==> config.mk <==
export PLATFORM = sky130hd
export DESIGN_NAME = mux_rr_sel
export DESIGN_NICKNAME = d
export VERILOG_FILES = /design/src/rtl/mux_rr_sel.sv
export SDC_FILE = /design/constraint.sdc
export NUM_CORES = 1
export LEC_CHECK = 0
export CAP_MARGIN = 20
export CELL_PAD_IN_SITES_DETAIL_PLACEMENT = 2
export CELL_PAD_IN_SITES_GLOBAL_PLACEMENT = 2
export CORE_MARGIN = 2
export CORE_UTILIZATION = 30
export CTS_CLUSTER_DIAMETER = 200
export CTS_CLUSTER_SIZE = 14
export DETAILED_ROUTE_END_ITERATION = 16
export PLACE_DENSITY_LB_ADDON = 0.1
export SYNTH_ARGS = -nofsm -noshare
export SYNTH_HDL_FRONTEND = slang
export SYNTH_SLANG_ARGS = --single-unit
export TNS_END_PERCENT = 10
==> constraint.sdc <==
create_clock -name clk -period 2.6 [get_ports clk]
set_input_delay 0.52 -clock clk [delete_from_list [all_inputs] [get_ports clk]]
set_output_delay 0.52 -clock clk [all_outputs]
set_load 0.01 [all_outputs]
==> src/rtl/mux_rr_sel.sv <==
// Two-requester round-robin arbiter driving the select of a downstream 2:1 mux.
// Define MUX_BURST_LIMIT_EN to force a handoff after MAX_BURST granted cycles when contended.
module mux_rr_sel #(
  parameter int unsigned MAX_BURST = 8,
  parameter int unsigned CNT_W     = 4
) (
  input  logic             clk,
  input  logic             rst_n,
  input  logic             req_a,
  input  logic             req_b,
  output logic             gnt_a,
  output logic             gnt_b,
  output logic             sel,
  output logic             busy,
  output logic [CNT_W-1:0] burst_cnt
);

  typedef enum logic [1:0] {StIdle, StOwnA, StOwnB} state_e;

  localparam logic [CNT_W-1:0] CntOne = CNT_W'(1);
  localparam logic [CNT_W-1:0] CntSat = {CNT_W{1'b1}};

  // Reject parameter values the burst counter cannot represent.
  if (CNT_W < 1) begin : g_bad_cnt_w
    $error("CNT_W must be at least 1");
  end
  if (MAX_BURST < 1 || MAX_BURST > (2 ** CNT_W) - 1) begin : g_bad_max_burst
    $error("MAX_BURST out of range for CNT_W");
  end

  state_e           state_q, state_d;
  logic             sel_q, sel_d;
  logic [CNT_W-1:0] cnt_q, cnt_d;
  logic             last_b_q, last_b_d;  // 1: B was the most recent owner
  logic             take_a, take_b;
  logic             at_limit;

`ifdef MUX_BURST_LIMIT_EN
  assign at_limit = (cnt_q == CNT_W'(MAX_BURST));
`else
  assign at_limit = 1'b0;
`endif

  always_comb begin
    state_d  = state_q;
    sel_d    = sel_q;
    cnt_d    = cnt_q;
    last_b_d = last_b_q;
    take_a   = 1'b0;
    take_b   = 1'b0;

    unique case (state_q)
      StIdle: begin
        if (req_a && (!req_b || last_b_q)) begin
          take_a = 1'b1;
        end else if (req_b) begin
          take_b = 1'b1;
        end
      end
      StOwnA: begin
        if (!req_a) begin
          if (req_b) take_b = 1'b1;
          else       state_d = StIdle;
        end else if (at_limit && req_b) begin
          take_b = 1'b1;
        end else if (cnt_q != CntSat) begin
          cnt_d = cnt_q + CntOne;
        end
      end
      StOwnB: begin
        if (!req_b) begin
          if (req_a) take_a = 1'b1;
          else       state_d = StIdle;
        end else if (at_limit && req_a) begin
          take_a = 1'b1;
        end else if (cnt_q != CntSat) begin
          cnt_d = cnt_q + CntOne;
        end
      end
      default: state_d = StIdle;
    endcase

    // No owner means no granted cycles to report; sel is left untouched.
    if (state_d == StIdle) begin
      cnt_d = '0;
    end

    if (take_a) begin
      state_d  = StOwnA;
      sel_d    = 1'b0;
      cnt_d    = CntOne;
      last_b_d = 1'b0;
    end else if (take_b) begin
      state_d  = StOwnB;
      sel_d    = 1'b1;
      cnt_d    = CntOne;
      last_b_d = 1'b1;
    end
  end

  always_ff @(posedge clk or negedge rst_n) begin
    if (!rst_n) begin
      state_q  <= StIdle;
      sel_q    <= 1'b0;
      cnt_q    <= '0;
      last_b_q <= 1'b1;
    end else begin
      state_q  <= state_d;
      sel_q    <= sel_d;
      cnt_q    <= cnt_d;
      last_b_q <= last_b_d;
    end
  end

  assign gnt_a     = (state_q == StOwnA);
  assign gnt_b     = (state_q == StOwnB);
  assign busy      = (state_q != StIdle);
  assign sel       = sel_q;
  assign burst_cnt = cnt_q;

endmodule
Yosys cells after proc, flatten, opt, wreduce, memory -nomap -nowiden:

Index checks and enable logic that the tools add are counted.

* flip-flop bits (word level): 8
* latch bits: 0
* RAM bits: 0
* ROM bits: 0
* input port bits: 4
* output and inout bits: 8
* word-level logic and storage cells: 43
* memories kept: 0

* add/sub/neg operators: 1
* $mul: 0
* div/mod/pow operators: 0
* magnitude comparators: 0
* eq/ne operators: 5
* shifts and indexed selects: 0
* muxes and demuxes: 24
* bitwise gates (word level): 0
* reduce and logical (&&, ||, !) cells: 9

Operator list (number)
* 4-bit 2-to-1 mux: 6
* 2-bit 2-to-1 mux: 6
* 5-bit by 2-bit != test with 1-bit output (second input constant): 2
* 1-bit 2-to-1 mux: 8
* 4-bit case mux with 2 select lines: 1
* 2-bit case mux with 3 select lines: 1
* 5-bit nonzero test: 1
* 4-bit by 1-bit adder with 4-bit output (second input constant): 1
* 2-bit zero test: 2
* 4-bit != test (second input constant): 1
* 1-bit case mux with 2 select lines: 2
* 2-bit nonzero test: 2
* 3-bit AND reduction: 1
* 2-bit by 1-bit == test with 1-bit output (second input constant): 1
* 2-bit == test (second input constant): 1
* 1-bit logical AND: 1
* 1-bit zero test: 1
* 1-bit logical OR: 1

Depth between registers and ports, before layout:

* depth after elaboration: 7
* gate-level depth with buffers: 6
* depth with buffers taken out: 6

Least setup slack after synthesis:

No wires, ideal clock.

* path kind: flip-flop to flip-flop
* start: register state_q[0]
* end: register cnt_q[3] (netlist: burst_cnt[3])
* setup time: 0.078 ns
* arrival: 1.470 ns
* required time: 2.522 ns
* path slack: 1.052 ns
* stages on the path, launching flop included: 7
* path buffers: 0
* period minus slack after synthesis: 1.548 ns
* cell sequence: dfrtp_1 > inv_1 > ha_1 > nand2b_4 > nand4_4 > or3_1 > a21oi_1

* elaborated cells between the ends (all ways): 19
* those cells by class: eq/ne (4); mux (11); reduce/logical (4)

RTL lines
* from (decl): RTL line 31 `state_e state_q, state_d;`
* from (signal assigned): RTL line 103 `state_q <= StIdle;`
* from (signal assigned): RTL line 108 `state_q <= state_d;`
* 2-bit == test (*)
* net gnt_b: RTL line 12 `output logic gnt_b,`
* 2-bit case mux with 3 select lines: RTL line 52 `unique case (state_q)`
* 2-bit zero test: RTL line 84 `if (state_d == StIdle) begin`
* 4-bit 2-to-1 mux: RTL line 84
* 4-bit 2-to-1 mux: RTL line 93 `end else if (take_b) begin`
* 4-bit 2-to-1 mux: RTL line 88 `if (take_a) begin`
* to (signal assigned): RTL line 110 `cnt_q <= cnt_d;`
* to (decl): RTL line 33 `logic [CNT_W-1:0] cnt_q, cnt_d;`

Mark *: on every way through the listed nets, which the timed path passes. The rest lies on a longest branch.
A chain may end at the register's enable or synchronous reset.

Final worst setup path:

* start: register state_q[0]
* end: output port busy

* longest elaborated chain between the ends: 1

Ends and longest elaborated chain
* 2-bit nonzero test: RTL line 117 `assign busy = (state_q != StIdle);`
* to (decl): RTL line 14 `output logic busy,`

Every way passes these cells.

==> metrics <==
status complete, no violations; Setup crit end kind output port; Worst Min Path Start last_b_q$_DFFE_PN1P_; Worst EP required 2080 ps; antenna-violating nets left 0; Fmax achieved 443 MHz; pin count of the biggest net entering global routing 9; Synth Warn # 0; Hold Buf Count CTS 0; cell count after synthesis 56; Worst-path clk slew 60 ps; r2r endpoint burst_cnt[2]$_DFFE_PN0P_; Cell variety after synth 30; ANT cells 0; Post-Route WL 1.42 mm; final period utilization 86.9%; leakage power 0.326 nW; FF-to-FF Start state_q[1]$_DFF_PN0_; Post-Syn Nets 66; count of final max-slew check failures 0; post-synthesis sequential element count 8; Worst Max-Slew Pin Slew 352 ps; worst-path maximum fanout 8; # fillers 211; sequential-to-total area share from yosys stat 35.4%; Cell Pwr Density 1130 nW/µm²; CP Launch Type flip-flop; standard-cell rows 15; CTS Buffer Depth 2; worst hold path type flip-flop to flip-flop; Post-synth EDFFs 0; final number of setup-violating endpoints 0; initial core utilization 32.3%; syn avg cell area 10.2 µm²; total number of H-tree levels 1; Async S/R FF share, synth 100%; area grow syn2layout 29.5%; CTS tree yes; max-cap violation count 0; Synth area leader dfrtp_1; synth cell count leaders dfrtp_1 (7), ha_1 (6), inv_1 (6); worst IR drop on VDD 0.551 mV; crit path DAT 1740 ps; Netlist Area Pre-Place 569 µm²; vias in the first global route 483; Worst path most repeated cell inv_1; R2R Setup Slk 800 ps; initial antenna violation count 0; WHS 483 ps; Final Hold Vio Count 0; Slowest-stage cell, CP clkdlybuf4s50_1; gp weighted congestion 0.722; detailed placement HPWL 1.13 mm; Root Buffer clkbuf_4; worst path cell trace inv_1 > ha_1 > inv_1 > clkdlybuf4s50_1; via count 482; Core Box Area 1760 µm²; CP peak stage delay 530 ps; top-area cell type share of the netlist area 30.8%; Die ar. 2260 µm²; RSZ-0062 raised after global routing no; most frequent cell after synthesis dfrtp_1; Tot GR Track Use 15.4%; Slew HR 76.4%; Die H 47.6 µm; Via-to-Cell Ratio 5.02; layout cells sized above 1 16.9%; total global routing overflow 0; crit path time final 2260 ps; CP Class flip-flop to output port; clock sinks 8; Pre-antenna DRT Iters 2; Worst Reg-to-Reg Cells 6; first-pass GRT wire length 2.32 mm; Resized cells post-CTS 0; DR WL/cell 14.8 µm; post-CTS setup buffers 0; clk_skew 9.76 ps; Fin Setup TNS 0 ps; clk_lat worst skew 260 ps; Post-route DRC 0; ys flop type dfrtp_1; Ports 12; TritonCTS buffer count 3; Hold Path Depth 2; top cells by area, synth dfrtp_1 (31%), ha_1 (13%), dfstp_2 (4.6%); 1st-iter DRT viols 1; IO buf count 11; chip width 47.6 µm; Nets 82; Hold Path End last_b_q$_DFFE_PN1P_
[placed cells by master, fill, tap and decap left out, drive strengths merged, types with 3 or more instances in the layout]
master	count
o21ai	3
dfrtp	7
ha	6
inv	6
clkdlybuf4s50	11
clkbuf	4
a21oi	5
nand2b	3
nor2	3
[worst max-delay path, delay by kind of cell, from the launching register on]
kind	cells	cell delay (ps)
fa+ha+maj	1	300
flops	1	470
buf+inv	3	710
[logic make-up after synthesis]
kind of cell             after synthesis  synth area share, %
AO/OA/AOI/OAI                         16                 20.9
XOR/XNOR                               1                 1.54
adder cells (fa/ha/maj)                6                 13.2
buffers and inverters                  6                 3.96
flip-flops                             8                 35.4
multiplexers                           1                 1.76
AND/OR/NAND/NOR                       18                 23.3
[layer usage]
metal	part of all wire, %	up-vias	global-route usage, %
met3	3.2	2	3.40
met4	0.56	0	6.49
li1	-	237	-
met5	0	-	0
met2	50	8	25.1
met1	46	235	19.6
[through the flow]
step | worst slack, ps | instance area [µm²] | total power, W | util (%) | std cells
3_3_place_gp | 547 | 711 | 0.000728 | 40.3 | 92
6_report | 340 | 737 | 0.000833 | 41.8 | 96
2_1_floorplan | 1050 | 569 | 0.000549 | - | 56
4_1_cts | 311 | 737 | 0.000851 | 41.8 | 96
3_5_place_dp | 509 | 711 | 0.000737 | 40.3 | 92
5_1_grt | 212 | 737 | 0.000910 | 41.8 | 96
[sequential cells by signal, summed over array words and instances, names as in the netlist]
register   flops
burst_cnt      4
last_b_q       1
sel            1
state_q        2
[area by class of cell]
type,instances,area [µm²],share of cell area (%)
Multi-Input combinational cell,42,345,46.9
Sequential cell,8,201,27.3
Timing Repair Buffer,11,110,14.9
Tap cell,25,31.3,4.24
Clock buffer,4,26.3,3.57
Inverter,6,22.5,3.06
[worst max-delay path by stage]
| stage | start | end | slack, ps | cells past startpoint |
|---|---|---|---|---|
| after detailed placement | req_a | burst_cnt[2]$_DFFE_PN0P_ | 510 | 5 |
| after global routing | state_q[0]$_DFF_PN0_ | busy | 210 | 4 |
| after global placement | req_a | burst_cnt[2]$_DFFE_PN0P_ | 550 | 5 |
| after floorplan | state_q[0]$_DFF_PN0_ | burst_cnt[3]$_DFFE_PN0P_ | 1050 | 6 |
| after CTS | state_q[0]$_DFF_PN0_ | busy | 310 | 4 |
| final | state_q[0]$_DFF_PN0_ | busy | 340 | 4 |
[power by group]
group / switching, W / leakage (nW) / internal [W]
logic: 0.000266 / 0.209 / 0.000236
registers: 0.0000534 / 0.102 / 0.000174
clock network: 0.0000442 / 0.0150 / 0.0000588
Note: power is estimated with default switching activity, not from simulation.
